--- config.mk ---
export PLATFORM = sky130hd
export DESIGN_NAME = stream_fifo_bridge_flat
export DESIGN_NICKNAME = d
export VERILOG_FILES = /design/src/rtl/stream_fifo_bridge_pkg.sv /design/src/rtl/stream_fifo_bridge_if.sv /design/src/rtl/stream_fifo_bridge_mem.sv /design/src/rtl/stream_fifo_bridge.sv /design/src/flat_wrapper.sv
export SDC_FILE = /design/constraint.sdc
export NUM_CORES = 1
export LEC_CHECK = 0
export CORE_ASPECT_RATIO = 0.7
export CORE_UTILIZATION = 36
export DETAILED_ROUTE_END_ITERATION = 6
export RECOVER_POWER = 25
export SLEW_MARGIN = 20
export SYNTH_ARGS = -nofsm -noshare
export SYNTH_HDL_FRONTEND = slang
export SYNTH_SLANG_ARGS = --single-unit
--- constraint.sdc ---
create_clock -name clk -period 4.4 [get_ports clk]
set_clock_uncertainty 0.1 [all_clocks]
set_input_delay 1.32 -clock clk [delete_from_list [all_inputs] [get_ports clk]]
set_output_delay 1.32 -clock clk [all_outputs]
set_load 0.01 [all_outputs]
--- src/rtl/stream_fifo_bridge_pkg.sv ---
// Shared types and helpers for the stream FIFO bridge.
// Pointer wrap is explicit so non-power-of-two depths index correctly.
package stream_pkg;
  localparam int DEFAULT_DATA_W = 8;
  localparam int MAX_DEPTH = 256;
  localparam int PTR_W = $clog2(MAX_DEPTH);

  typedef enum logic {EMPTY_O, FULL_O} out_state_e;

  function automatic logic [PTR_W-1:0] ptr_inc(input logic [PTR_W-1:0] ptr, input int depth);
    if (int'(ptr) >= depth - 1) return '0;
    return ptr + 1'b1;
  endfunction
endpackage

--- src/rtl/stream_fifo_bridge_if.sv ---
// Valid/ready stream bus; width travels with the interface instance.
interface stream_bus #(parameter int DATA_W = stream_pkg::DEFAULT_DATA_W);
  localparam int DATA_B = (DATA_W + 7) / 8;

  logic              valid;
  logic              ready;
  logic [DATA_W-1:0] data;

  modport src (output valid, data, input ready);
  modport snk (input valid, data, output ready);
endinterface

--- src/rtl/stream_fifo_bridge_mem.sv ---
// 1-write/1-read register array, asynchronous read, no reset on contents.
// Latency: write visible on the read port the cycle after the write edge.
module stream_fifo_mem #(
  parameter int W = 8,
  parameter int DEPTH = 4,
  localparam int AW = $clog2(DEPTH)
) (
  input  logic          clk,
  input  logic          we,
  input  logic [AW-1:0] waddr,
  input  logic [W-1:0]  wdat,
  input  logic [AW-1:0] raddr,
  output logic [W-1:0]  rdat
);
  logic [W-1:0] mem [DEPTH];

  always_ff @(posedge clk) begin
    if (we) mem[waddr] <= wdat;
  end

  assign rdat = mem[raddr];
endmodule

--- src/rtl/stream_fifo_bridge.sv ---
// Elastic buffer between two stream_bus instances, zero-extending to the output width.
// Latency 1 cycle (FWFT) or 2 (registered output); ready depends only on registered count.
module stream_fifo_bridge
  import stream_pkg::*;
#(
  parameter int DEPTH = 4,
  parameter int AFULL_LVL = DEPTH - 1,
  parameter bit OUT_REG = 1'b0,
  localparam int CNT_W = $clog2(DEPTH + 1)
) (
  input  logic             clk,
  input  logic             rst_n,
  stream_bus.snk           in_bus,
  stream_bus.src           out_bus,
  output logic [CNT_W-1:0] count,
  output logic             empty,
  output logic             afull,
  output logic [CNT_W-1:0] peak
);
  localparam int IN_W = in_bus.DATA_W;
  localparam int OUT_W = out_bus.DATA_W;
  localparam int AW = $clog2(DEPTH);

  if (OUT_W < IN_W) begin : g_err_width
    $error("stream_fifo_bridge: output width narrower than input width");
  end
  if (DEPTH < 2 || DEPTH > MAX_DEPTH) begin : g_err_depth
    $error("stream_fifo_bridge: DEPTH out of range");
  end
  if (AFULL_LVL < 1 || AFULL_LVL > DEPTH) begin : g_err_afull
    $error("stream_fifo_bridge: AFULL_LVL out of range");
  end

  logic             push, pop_out, pop_arr, out_vld;
  logic [AW-1:0]    wr_ptr, rd_ptr;
  logic [IN_W-1:0]  rd_dat;
  logic [OUT_W-1:0] out_dat;
  logic [CNT_W-1:0] arr_cnt, arr_cnt_nxt, count_nxt;

  assign in_bus.ready  = rst_n && (count < CNT_W'(DEPTH));
  assign push          = in_bus.valid && in_bus.ready;
  assign pop_out       = out_vld && out_bus.ready;
  assign out_bus.valid = out_vld;
  assign out_bus.data  = out_dat;

  // count covers the output register too; arr_cnt tracks only the array
  assign count_nxt   = count + CNT_W'(push) - CNT_W'(pop_out);
  assign arr_cnt_nxt = arr_cnt + CNT_W'(push) - CNT_W'(pop_arr);

  always_ff @(posedge clk) begin
    if (!rst_n) begin
      wr_ptr  <= '0;
      rd_ptr  <= '0;
      arr_cnt <= '0;
      count   <= '0;
      empty   <= 1'b1;
      afull   <= 1'b0;
      peak    <= '0;
    end else begin
      if (push)    wr_ptr <= AW'(ptr_inc(PTR_W'(wr_ptr), DEPTH));
      if (pop_arr) rd_ptr <= AW'(ptr_inc(PTR_W'(rd_ptr), DEPTH));
      arr_cnt <= arr_cnt_nxt;
      count   <= count_nxt;
      empty   <= (count_nxt == '0);
      afull   <= (count_nxt >= CNT_W'(AFULL_LVL));
      if (count_nxt > peak) peak <= count_nxt;
    end
  end

  stream_fifo_mem #(.W(IN_W), .DEPTH(DEPTH)) u_mem (
    .clk   (clk),
    .we    (push),
    .waddr (wr_ptr),
    .wdat  (in_bus.data),
    .raddr (rd_ptr),
    .rdat  (rd_dat)
  );

  if (OUT_REG) begin : g_reg
    out_state_e       state, state_nxt;
    logic             load;
    logic [OUT_W-1:0] hold_dat;

    always_ff @(posedge clk) begin
      if (!rst_n) state <= EMPTY_O;
      else        state <= state_nxt;
    end

    always_ff @(posedge clk) begin
      if (load) hold_dat <= OUT_W'(rd_dat);
    end

    always_comb begin
      state_nxt = state;
      load      = 1'b0;
      case (state)
        EMPTY_O: begin
          if (arr_cnt != '0) begin
            load      = 1'b1;
            state_nxt = FULL_O;
          end
        end
        FULL_O: begin
          // a pop either reloads from the array on the same edge or empties the stage
          if (out_bus.ready) begin
            if (arr_cnt != '0) load = 1'b1;
            else               state_nxt = EMPTY_O;
          end
        end
        default: state_nxt = EMPTY_O;
      endcase
    end

    assign pop_arr = load;
    assign out_vld = rst_n && (state == FULL_O);
    assign out_dat = hold_dat;
  end else begin : g_fwft
    assign pop_arr = pop_out;
    assign out_vld = rst_n && (arr_cnt != '0);
    assign out_dat = OUT_W'(rd_dat);
  end
endmodule

--- src/flat_wrapper.sv ---
// flat-port wrapper written by rule: the top's interface ports become plain ports
module stream_fifo_bridge_flat import stream_pkg::*;
#(
  parameter int DEPTH = 4,
  parameter int AFULL_LVL = DEPTH - 1,
  parameter bit OUT_REG = 1'b0,
  localparam int CNT_W = $clog2(DEPTH + 1)
)
  (clk, rst_n, count, empty, afull, peak, in_bus_valid, in_bus_data, in_bus_ready, out_bus_valid, out_bus_data, out_bus_ready);
  stream_bus #(.DATA_W(8)) in_bus_i ();
  stream_bus #(.DATA_W(8)) out_bus_i ();
  input  logic clk;
  input  logic rst_n;
  output logic [CNT_W-1:0] count;
  output logic empty;
  output logic afull;
  output logic [CNT_W-1:0] peak;
  input wire logic [$bits(in_bus_i.valid)-1:0] in_bus_valid;
  input wire logic [$bits(in_bus_i.data)-1:0] in_bus_data;
  output wire logic [$bits(in_bus_i.ready)-1:0] in_bus_ready;
  output wire logic [$bits(out_bus_i.valid)-1:0] out_bus_valid;
  output wire logic [$bits(out_bus_i.data)-1:0] out_bus_data;
  input wire logic [$bits(out_bus_i.ready)-1:0] out_bus_ready;
  assign in_bus_i.valid = in_bus_valid;
  assign in_bus_i.data = in_bus_data;
  assign in_bus_ready = in_bus_i.ready;
  assign out_bus_valid = out_bus_i.valid;
  assign out_bus_data = out_bus_i.data;
  assign out_bus_i.ready = out_bus_ready;
  stream_fifo_bridge #(.DEPTH(DEPTH), .AFULL_LVL(AFULL_LVL), .OUT_REG(OUT_REG)) u_core (.clk(clk), .rst_n(rst_n), .in_bus(in_bus_i), .out_bus(out_bus_i), .count(count), .empty(empty), .afull(afull), .peak(peak));
endmodule
==> results of run 1 <==
metal layers:
| metal | vias to the layer above | routed length [um] |
|---|---|---|
| li1 | 565 | - |
| met1 | 570 | 1563 |
| met2 | 17 | 1663 |
| met3 | 2 | 109 |
| met4 | 0 | 24 |
| met5 | - | 0 |
worst max path at each step:
stage                                end  slack, ns  depth (start not counted)
after floorplan           u_core.peak[0]       0.50                         13
after global placement    u_core.peak[1]       0.12                         13
after detailed placement  u_core.peak[1]     -0.006                         13
after CTS                  out_bus_valid       0.23                          4
after global routing      u_core.peak[0]       0.04                         13
final                      out_bus_valid       0.25                          4
final cells by class:
type	count	area (um^2)
well taps	72	90.09
multi-input cells	69	676.9
repair buffers	33	320.3
fillers	483	2833
flip-flops and latches	49	1301
clock buffers	5	68.82
clock inverters	3	17.52
inverters	16	60.06
state kept, by name (all words and copies together), names as in the netlist, named ones only:
| name | cells |
|---|---|
| u_core.rd_ptr | 2 |
| u_core.empty | 1 |
| u_core.wr_ptr | 2 |
| u_core.u_mem.mem | 32 |
| u_core.peak | 3 |
| u_core.afull | 1 |
| u_core.count | 3 |
| u_core.arr_cnt | 3 |
cells in the mapped netlist:
cell / number
and3_1: 4
o31ai_1: 2
buf_1: 1
nor2_1: 4
nand3_1: 1
or3_1: 1
a211oi_1: 1
a21o_1: 1
dfxtp_1: 17
and2_1: 4
o21a_1: 1
ha_1: 11
mux4_2: 8
a21o_2: 1
inv_1: 16
o21ai_0: 4
xor2_1: 1
xnor2_1: 4
a31oi_1: 1
fa_1: 2
nor2b_1: 1
or3_4: 1
a21boi_0: 2
nand3_4: 1
nand2_1: 9
and2_4: 1
buf_2: 2
clkbuf_1: 1
nor2b_4: 1
edfxtp_1: 32
buf_4: 1
mux2i_1: 2
stage by stage:
stage                     std cells  setup TNS [ns]
final                           247               0
after global routing            247               0
after CTS                       247               0
after global placement          239               0
after detailed placement        239       -0.005781
after floorplan                 139               0
worst max-delay path: cells and delay by family:
family / cells / cell delay [ns]
simple gates: 1 / 0.12
buf+inv: 3 / 1.29
kinds of logic (layout without fill, tap and decap cells):
kind of cell    count (synthesis)  count (layout)  synth area share
flops                          49              49            0.6307
simple gates                   28              28           0.08126
buf+inv                        21              57           0.04124
fa+ha+maj                      13              13           0.08611
compound gates                 13              13           0.04245
mux                            10              10           0.09703
xor+xnor                        5               5           0.02122
power groups by stage:
stage | Combinational (W) | Sequential, W | Clock [W]
after floorplan | 0.000334 | 0.000597 | 0
after global placement | 0.000492 | 0.000602 | 0
after detailed placement | 0.000512 | 0.000604 | 0
after CTS | 0.000514 | 0.000595 | 0.000259
after global routing | 0.000572 | 0.000603 | 0.000280
final | 0.000507 | 0.000593 | 0.000251
==> metrics.yaml, run 1 <==
power_and_ir_drop:
  ir_worst_vdd_v: 0.0002489
  switchingPower_w: 0.0004184
  pwr-share-seq: 0.439
  power_switching_share: 0.3097
  p_per_area_nw_per_um2: 533.0
  combPwrFrac: 0.376
  total_power_w: 0.001351
  p_clk_frac: 0.185
  intPower_w: 0.0009326
  leakagePower_nw: 0.9363
layout:
  nets: 199
  area_growth_pct: 22.86
  finish.utilization: 0.4723
  fin_area_um2: 2535
  drive_gt1_frac: 0.1429
  layout_common_cells: "32 x edfxtp_1, 23 x clkdlybuf4s50_1, 17 x dfxtp_1, 16 x inv_1, 11 x ha_1"
  n_antenna_cell: 0
  final_common_cell: "edfxtp_1"
min_path:
  whs_endpoint: "u_core.peak[1]"
  hold_class: "flip-flop to flip-flop"
  holdPathStages: 2
  min_from: "u_core.peak[1]"
placed_design:
  place_ws_ns: -0.005781
  place.port_buffers: 29
  place_hpwl_mm: 2.488
  post_dp_cell_area_um2: 2449
  place_congestion: 0.7797
setup_path:
  cp.required_ns: 2.98
  cp_cell_sequence: "clkdlybuf4s50_1, buf_4, and2_1, clkdlybuf4s50_1"
  worstPathArrival_ns: 2.73
  crit_path_start: "rst_n"
  path_max_fanout: 7
  worstReg2RegStart: "u_core.arr_cnt[1]"
  rr_worst_depth: 13
  slowest_delay_ns: 0.58
  cp-start-kind: "input port"
  reg2reg_to: "u_core.peak[1]"
  path_class: "input port to primary output"
  cpMostUsedCell: "clkdlybuf4s50_1"
  slowest_stage: "clkdlybuf4s50_1"
  endpoint_kind: "primary output"
  rrSetupSlack_ns: 1.11
run_status:
  status: "complete, no violations"
sta:
  tightestPinTransition_ns: 0.5510
  period_share: 0.9430
  setup_violations: 0
  max_freq_mhz: 241.0
  hold_ws_ns: 0.3864
  hold_viol_final: 0
  grt_setup_unrepaired: "false"
  setup_ws_ns: 0.2507
  slew_violations: 0
  maxSlewHeadroom: 0.6321
  min_period_ns: 4.149
clocking:
  clockRootBuffer: "clkbuf_8"
  cts-buffers-inserted: 5
  tritoncts: "done"
  cts_buffer_depth: 2
  clock-sinks: 49
  clk_pin_slew_ns: 0.08
  postCtsResizedCells: 0
  post_cts_buffers: 0
  clock_latency_ns: 0.29
  ctsHoldBuffers: 0
  htree_num_levels: 2
floorplan:
  dieArea_um2: 6043
  die_w_um: 92.49
  rows: 22
  io_pins: 30
  chipHeight_um: 65.34
  start_util: 0.3844
  core-area_um2: 5368
run:
  drv_cap: 0
routing:
  drtIter0Drc: 17
  post-route-drc-count: 0
  post_drt_wl_per_cell_um: 13.61
  wirelength_mm: 3.361
  drtAntennaViolNets: 0
  vias: 1154
  first_pass_iters: 4
  vias_per_cell: 4.672
global_route:
  top_usage_layer: "met2"
  grt_pass1_vias: 1166
  grt_pass1_wl_mm: 5.595
  grt_max_degree: 16
  grt.met2_usage: 0.2065
  grt.total_usage: 0.1258
  antenna_found_initial: 0
  use_met1: 0.1622
  use_met3: 0.03472
  gr-total-overflow: 0
synth:
  synth_top_cell_by_area: "edfxtp_1"
  yosysSeqAreaShare: 0.6307
  synth_area_per_cell_um2: 14.84
  synth_cell_type_count: 32
  synthTopCellsByArea: "edfxtp_1 47%, dfxtp_1 16%, mux4_2 8.7%"
  synth_seq_cells: 49
  synth_top_area_share: 0.4657
  syn_area_um2: 2063
  synth_fp_nets: 164
  synth_warnings: 0
  syn_inst: 139
(Power assumes the default switching activity.)
==> inputs of run 2 (changes only) <==
--- a/config.mk
+++ b/config.mk
@@ -9,6 +9,7 @@
 export CORE_UTILIZATION = 36
 export DETAILED_ROUTE_END_ITERATION = 6
 export RECOVER_POWER = 25
+export SETUP_SLACK_MARGIN = 0.15
 export SLEW_MARGIN = 20
 export SYNTH_ARGS = -nofsm -noshare
 export SYNTH_HDL_FRONTEND = slang
==> run 2 against run 1 <==
  * Routed wire length down 0.18%
  * Global-route usage unchanged
  * Clock power about the same
  * Largest power group unchanged
  * Utilization up 0.16 points
  * Setup slack better by 0.19 ns
  * Sequential share of layout area down 0.18 points
  * Critical path type is now input port to flip-flop
  * Maximum frequency up 4.8%
  * Flip-flop and latch count unchanged
  * Total power up 1.1%
==> metrics.yaml, run 2 (synthesis gave the netlist of run 1 again) <==
power_and_ir_drop:
  p_per_area_nw_per_um2: 536.8  # +0.72%
  leakagePower_nw: 0.9457  # +1.0%
  ir_worst_vdd_v: 0.0002527  # +1.5%
layout:
  final_common_cell: "edfxtp_1"
  finish.utilization: 0.4739  # +0.001632
  fin_area_um2: 2544  # +0.35%
  final_cells: 247  # unchanged
  n_antenna_cell: 0  # unchanged
  nets: 199  # unchanged
  area_growth_pct: 23.29
  layout_common_cells: "32 x edfxtp_1, 22 x clkdlybuf4s50_1, 17 x dfxtp_1, 16 x inv_1, 11 x ha_1"
  top_register: "u_core.u_mem.mem"
  fillerInstances: 480  # -0.62%
  largest_reg_flops: 32  # unchanged
  drive_gt1_frac: 0.1486  # +0.005714
routing:
  drtAntennaViolNets: 0  # unchanged
  post-route-drc-count: 0  # unchanged
  post_drt_wl_per_cell_um: 13.58  # -0.18%
  vias: 1156  # +0.17%
  drtIter0Drc: 15  # -2
  vias_per_cell: 4.680  # +0.17%
  wirelength_mm: 3.355  # -0.18%
  first_pass_iters: 4  # unchanged
clocking:
  clock-sinks: 49  # unchanged
  tritoncts: "done"
  cts-buffers-inserted: 5  # unchanged
  clockRootBuffer: "clkbuf_8"
  cts_buffer_depth: 2  # unchanged
  ctsHoldBuffers: 0  # unchanged
  htree_num_levels: 2  # unchanged
  clock_latency_ns: 0.29  # about the same
  clk_pin_slew_ns: 0.08  # about the same
global_route:
  antenna_found_initial: 0  # unchanged
  grt_pass1_wl_mm: 5.595  # unchanged
  gr-total-overflow: 0  # unchanged
  grt_max_degree: 16  # unchanged
  grt_pass1_vias: 1166  # unchanged
  grt.total_usage: 0.1258  # unchanged
setup_path:
  path_class: "input port to flip-flop"
  endpoint_kind: "flip-flop"
  cpMostUsedCell: "ha_1"
  worstPathArrival_ns: 4.08  # +1.35 ns
  cp_cell_sequence: "clkdlybuf4s50_1, nand3_4, inv_1, ha_1, inv_1, ha_1, fa_1, xor2_1, xnor2_1, ha_1, a31oi_2, o21a_1, mux2i_1"
  cp.required_ns: 4.53  # +1.55 ns
  path_max_fanout: 8  # +1
  cp_top_family: "adder cells"
  path_buf_inv: 3  # unchanged
  cp-start-kind: "input port"
  slowest_stage: "clkdlybuf4s50_1"
  slowest_delay_ns: 0.45  # -0.13 ns
sta:
  slew_violations: 0  # unchanged
  period_share: 0.8996  # -0.04346
  tightestPinTransition_ns: 0.5510  # -0.000001013 ns
  hold_viol_final: 0  # unchanged
  min_period_ns: 3.958  # -0.1912 ns
  setup_violations: 0  # unchanged
  max_freq_mhz: 252.6  # +4.8%
  maxSlewHeadroom: 0.6321  # about the same
  fin_tns_setup_ns: 0  # unchanged
  grt_setup_unrepaired: "false"
floorplan:
  die_w_um: 92.49  # unchanged
  rows: 22  # unchanged
  chipHeight_um: 65.34  # unchanged
  core-area_um2: 5368  # unchanged
  dieArea_um2: 6043  # unchanged
  io_pins: 30  # unchanged
  start_util: 0.3844  # unchanged
placed_design:
  place_congestion: 0.7797  # unchanged
  post_dp_cell_area_um2: 2449  # unchanged
  dp_cells: 239  # unchanged
  place_hpwl_mm: 2.488  # unchanged
  place.port_buffers: 29  # unchanged
run_status:
  status: "complete, no violations"
min_path:
  hold_class: "flip-flop to flip-flop"
run:
  drv_cap: 0  # unchanged
==> run 2: changes by cell type in the layout (fill, tap and decap cells not counted), sizes merged <==
cell	previous run	this run
dlymetal6s2s	0	1
clkdlybuf4s50	23	22
==> run 2: power by group <==
part	switching [W]	internal [W]
combinational	0.000239	0.000282
sequential	0.0000437	0.000549
clock	0.000141	0.000110
==> run 2: cell type report <==
cell class,instances,area [um^2],area share
Multi-Input combinational cell,69,683.2,0.2686
Clock inverter,3,17.52,0.006886
Tap cell,72,90.09,0.03542
Inverter,16,60.06,0.02361
Clock buffer,5,68.82,0.02705
Timing Repair Buffer,33,322.8,0.1269
Sequential cell,49,1301,0.5116
==> run 2: worst min-delay path, cell delays in order (launching register included) <==
cell	delay, ns
dfxtp_1	0.33
nand2_1	0.06
mux2i_1	0.05
==> run 2: repair_timing <==
item	in CTS	in global routing
endpoints found under the hold margin	0	0
resized for setup	0	2
endpoints found under the setup margin	0	3
setup buffers	0	0
==> run 2: final timing paths <==
| check | slack [ns] | startpoint | end | cells past startpoint |
|---|---|---|---|---|
| setup / recovery | 0.44 | out_bus_ready | u_core.peak[1] | 13 |
| hold / removal | 0.39 | u_core.peak[1] | u_core.peak[1] | 2 |
| setup reg to reg | 1.16 | u_core.arr_cnt[1] | u_core.peak[1] | 13 |
| hold reg to reg | 0.39 | u_core.peak[1] | u_core.peak[1] | 2 |
==> run 2: metal layers <==
| metal | GRT usage | vias up | share of wire |
|---|---|---|---|
| met5 | 0 | - | 0 |
| met1 | 0.1622 | 571 | 0.46 |
| li1 | - | 566 | - |
| met2 | 0.2065 | 17 | 0.50 |
| met3 | 0.03472 | 2 | 0.032 |
| met4 | 0.04102 | 0 | 0.0072 |
==> run 2: per-stage QoR <==
step | total power [W] | worst slack [ns] | hold slack (ns)
floorplan | 0.0009312 | 0.4988 | 0.3665
global placement | 0.001093 | 0.1248 | 0.3644
detailed placement | 0.001116 | -0.005781 | 0.3831
CTS | 0.001368 | 0.2316 | 0.3954
global route | 0.001470 | 0.2114 | 0.4282
finish | 0.001366 | 0.4419 | 0.3864
==> inputs of run 3 (changes only) <==
--- a/config.mk
+++ b/config.mk
@@ -8,6 +8,7 @@
 export CORE_ASPECT_RATIO = 0.7
 export CORE_UTILIZATION = 36
 export DETAILED_ROUTE_END_ITERATION = 6
+export MAX_ROUTING_LAYER = met4
 export RECOVER_POWER = 25
 export SETUP_SLACK_MARGIN = 0.15
 export SLEW_MARGIN = 20
==> run 3 against run 2 <==
  * Sequential share of layout area did not move
  * First-iteration DRC count unchanged
  * Die area did not move
  * Combinational power barely moved
  * Global-route usage grew 0.36 points
  * Setup slack better by 0.00099 ns
  * Worst hold slack lost 0.0011 ns
==> metrics.yaml, run 3 (synthesis gave the netlist of run 1 again) <==
clocking:
  tritoncts: "done"
  cts-buffers-inserted: 5  # unchanged
  clock_latency_ns: 0.29  # about the same
  htree_num_levels: 2  # unchanged
  clock-sinks: 49  # unchanged
  post_cts_buffers: 0  # unchanged
  postCtsResizedCells: 0  # unchanged
  cts_buffer_depth: 2  # unchanged
  ctsHoldBuffers: 0  # unchanged
  clockRootBuffer: "clkbuf_8"
  clk_pin_slew_ns: 0.08  # about the same
routing:
  post-route-drc-count: 0  # unchanged
  drtAntennaViolNets: 0  # unchanged
  wirelength_mm: 3.363  # +0.24%
  vias_per_cell: 4.684  # about the same
  drtIter0Drc: 15  # unchanged
  first_pass_iters: 4  # unchanged
  post_drt_wl_per_cell_um: 13.62  # +0.24%
  vias: 1157  # +0.087%
layout:
  largest_reg_flops: 32  # unchanged
  multiInputGateArea_um2: 683.2  # unchanged
  n_antenna_cell: 0  # unchanged
  seq_area_um2: 1301  # unchanged
  top_register: "u_core.u_mem.mem"
  final_cells: 247  # unchanged
  nets: 199  # unchanged
  drive_gt1_frac: 0.1486  # unchanged
  fillerInstances: 480  # unchanged
  area_growth_pct: 23.29  # unchanged
  fin_area_um2: 2544  # unchanged
  final_common_cell: "edfxtp_1"
  layout_common_cells: "32 x edfxtp_1, 22 x clkdlybuf4s50_1, 17 x dfxtp_1, 16 x inv_1, 11 x ha_1"
setup_path:
  cp.required_ns: 4.53  # about the same
  rr_worst_depth: 13  # unchanged
  path_max_fanout: 8  # unchanged
  endpoint_kind: "flip-flop"
  cpMostUsedCell: "ha_1"
  cp-start-kind: "input port"
  slowest_delay_ns: 0.45  # about the same
  worstPathArrival_ns: 4.08  # about the same
  cp_cell_sequence: "clkdlybuf4s50_1, nand3_4, inv_1, ha_1, inv_1, ha_1, fa_1, xor2_1, xnor2_1, ha_1, a31oi_2, o21a_1, mux2i_1"
  path_class: "input port to flip-flop"
  slowest_stage: "clkdlybuf4s50_1"
power_and_ir_drop:
  p_clk_frac: 0.183  # about the same
  p_per_area_nw_per_um2: 536.5  # about the same
  pwr-share-seq: 0.435  # about the same
  intPower_w: 0.0009415  # about the same
  leakagePower_nw: 0.9457  # unchanged
  switchingPower_w: 0.0004233  # -0.15%
  power_switching_share: 0.3102  # about the same
  ir_worst_vdd_v: 0.0002529  # about the same
  combPwrFrac: 0.382  # about the same
global_route:
  grt_pass1_vias: 1164  # -0.17%
  gr-total-overflow: 0  # unchanged
  grt_max_degree: 16  # unchanged
  grt_pass1_wl_mm: 5.589  # -0.11%
  grt.total_usage: 0.1294  # +0.003586
  antenna_found_initial: 0  # unchanged
sta:
  setup_violations: 0  # unchanged
  max_freq_mhz: 252.7  # about the same
  period_share: 0.8993  # about the same
  slew_violations: 0  # unchanged
  min_period_ns: 3.957  # -0.0009900 ns
  setup_ws_ns: 0.4429  # +0.0009900 ns
  fin_tns_setup_ns: 0  # unchanged
  maxSlewHeadroom: 0.6314  # -0.0007640
  grt_setup_unrepaired: "false"
  hold_viol_final: 0  # unchanged
  tightestPinTransition_ns: 0.5522  # +0.001143 ns
floorplan:
  start_util: 0.3844  # unchanged
  dieArea_um2: 6043  # unchanged
  chipHeight_um: 65.34  # unchanged
  core-area_um2: 5368  # unchanged
  rows: 22  # unchanged
  io_pins: 30  # unchanged
  die_w_um: 92.49  # unchanged
run_status:
  status: "complete, no violations"
placed_design:
  place.port_buffers: 29  # unchanged
  place_hpwl_mm: 2.488  # unchanged
  dp_cells: 239  # unchanged
  post_dp_cell_area_um2: 2449  # unchanged
  place_congestion: 0.7905  # +1.4%
  place_ws_ns: -0.005781  # unchanged
run:
  drv_cap: 0  # unchanged
min_path:
  hold_class: "flip-flop to flip-flop"
  holdPathStages: 2  # unchanged
run 3: cell counts in the layout (fill, tap and decap cells not counted):
No cell type changed its count.
run 3: power groups by stage:
stage	registers, W	clock network (W)	logic, W
final	0.000593	0.000250	0.000522
after global routing	0.000603	0.000280	0.000586
after CTS	0.000595	0.000259	0.000514
after detailed placement	0.000604	0	0.000512
after global placement	0.000602	0	0.000492
after floorplan	0.000597	0	0.000334
run 3: worst max-delay path, delay by kind of cell:
| family | cells | cell delay (ns) |
|---|---|---|
| AOI/OAI and AO/OA | 2 | 0.43 |
| xor gates and xnor gates | 2 | 0.37 |
| adders and majority gates | 4 | 1.10 |
| buffers and inverters | 3 | 0.55 |
| muxes | 1 | 0.19 |
| and+or+nand+nor | 1 | 0.11 |
run 3: routing by layer:
metal | track usage | vias to the layer above | wire length (um)
li1 | - | 566 | -
met1 | 0.1622 | 570 | 1563
met2 | 0.2065 | 19 | 1668
met3 | 0.03472 | 2 | 109
met4 | 0.04102 | 0 | 21
met5 | - | - | 0
run 3: cell type report:
cell class,count,area share
flip-flops and latches,49,0.5116
repair buffers,33,0.1269
well taps,72,0.03542
clock inverters,3,0.006886
multi-input cells,69,0.2686
clock buffers,5,0.02705
inverters,16,0.02361
run 3: worst paths after layout:
check	from	to	slack, ns
setup / recovery	out_bus_ready	u_core.peak[1]	0.44
hold / removal	u_core.peak[1]	u_core.peak[1]	0.39
setup reg to reg	u_core.arr_cnt[1]	u_core.peak[1]	1.16
hold reg to reg	u_core.peak[1]	u_core.peak[1]	0.39
run 3: per-stage QoR:
stage / utilization / hold WS (ns) / power (W)
4_1_cts: 0.4723 / 0.3954 / 0.001368
2_1_floorplan: - / 0.3665 / 0.0009312
3_3_place_gp: 0.4562 / 0.3644 / 0.001093
5_1_grt: 0.4739 / 0.4283 / 0.001470
3_5_place_dp: 0.4562 / 0.3831 / 0.001116
6_report: 0.4739 / 0.3853 / 0.001365
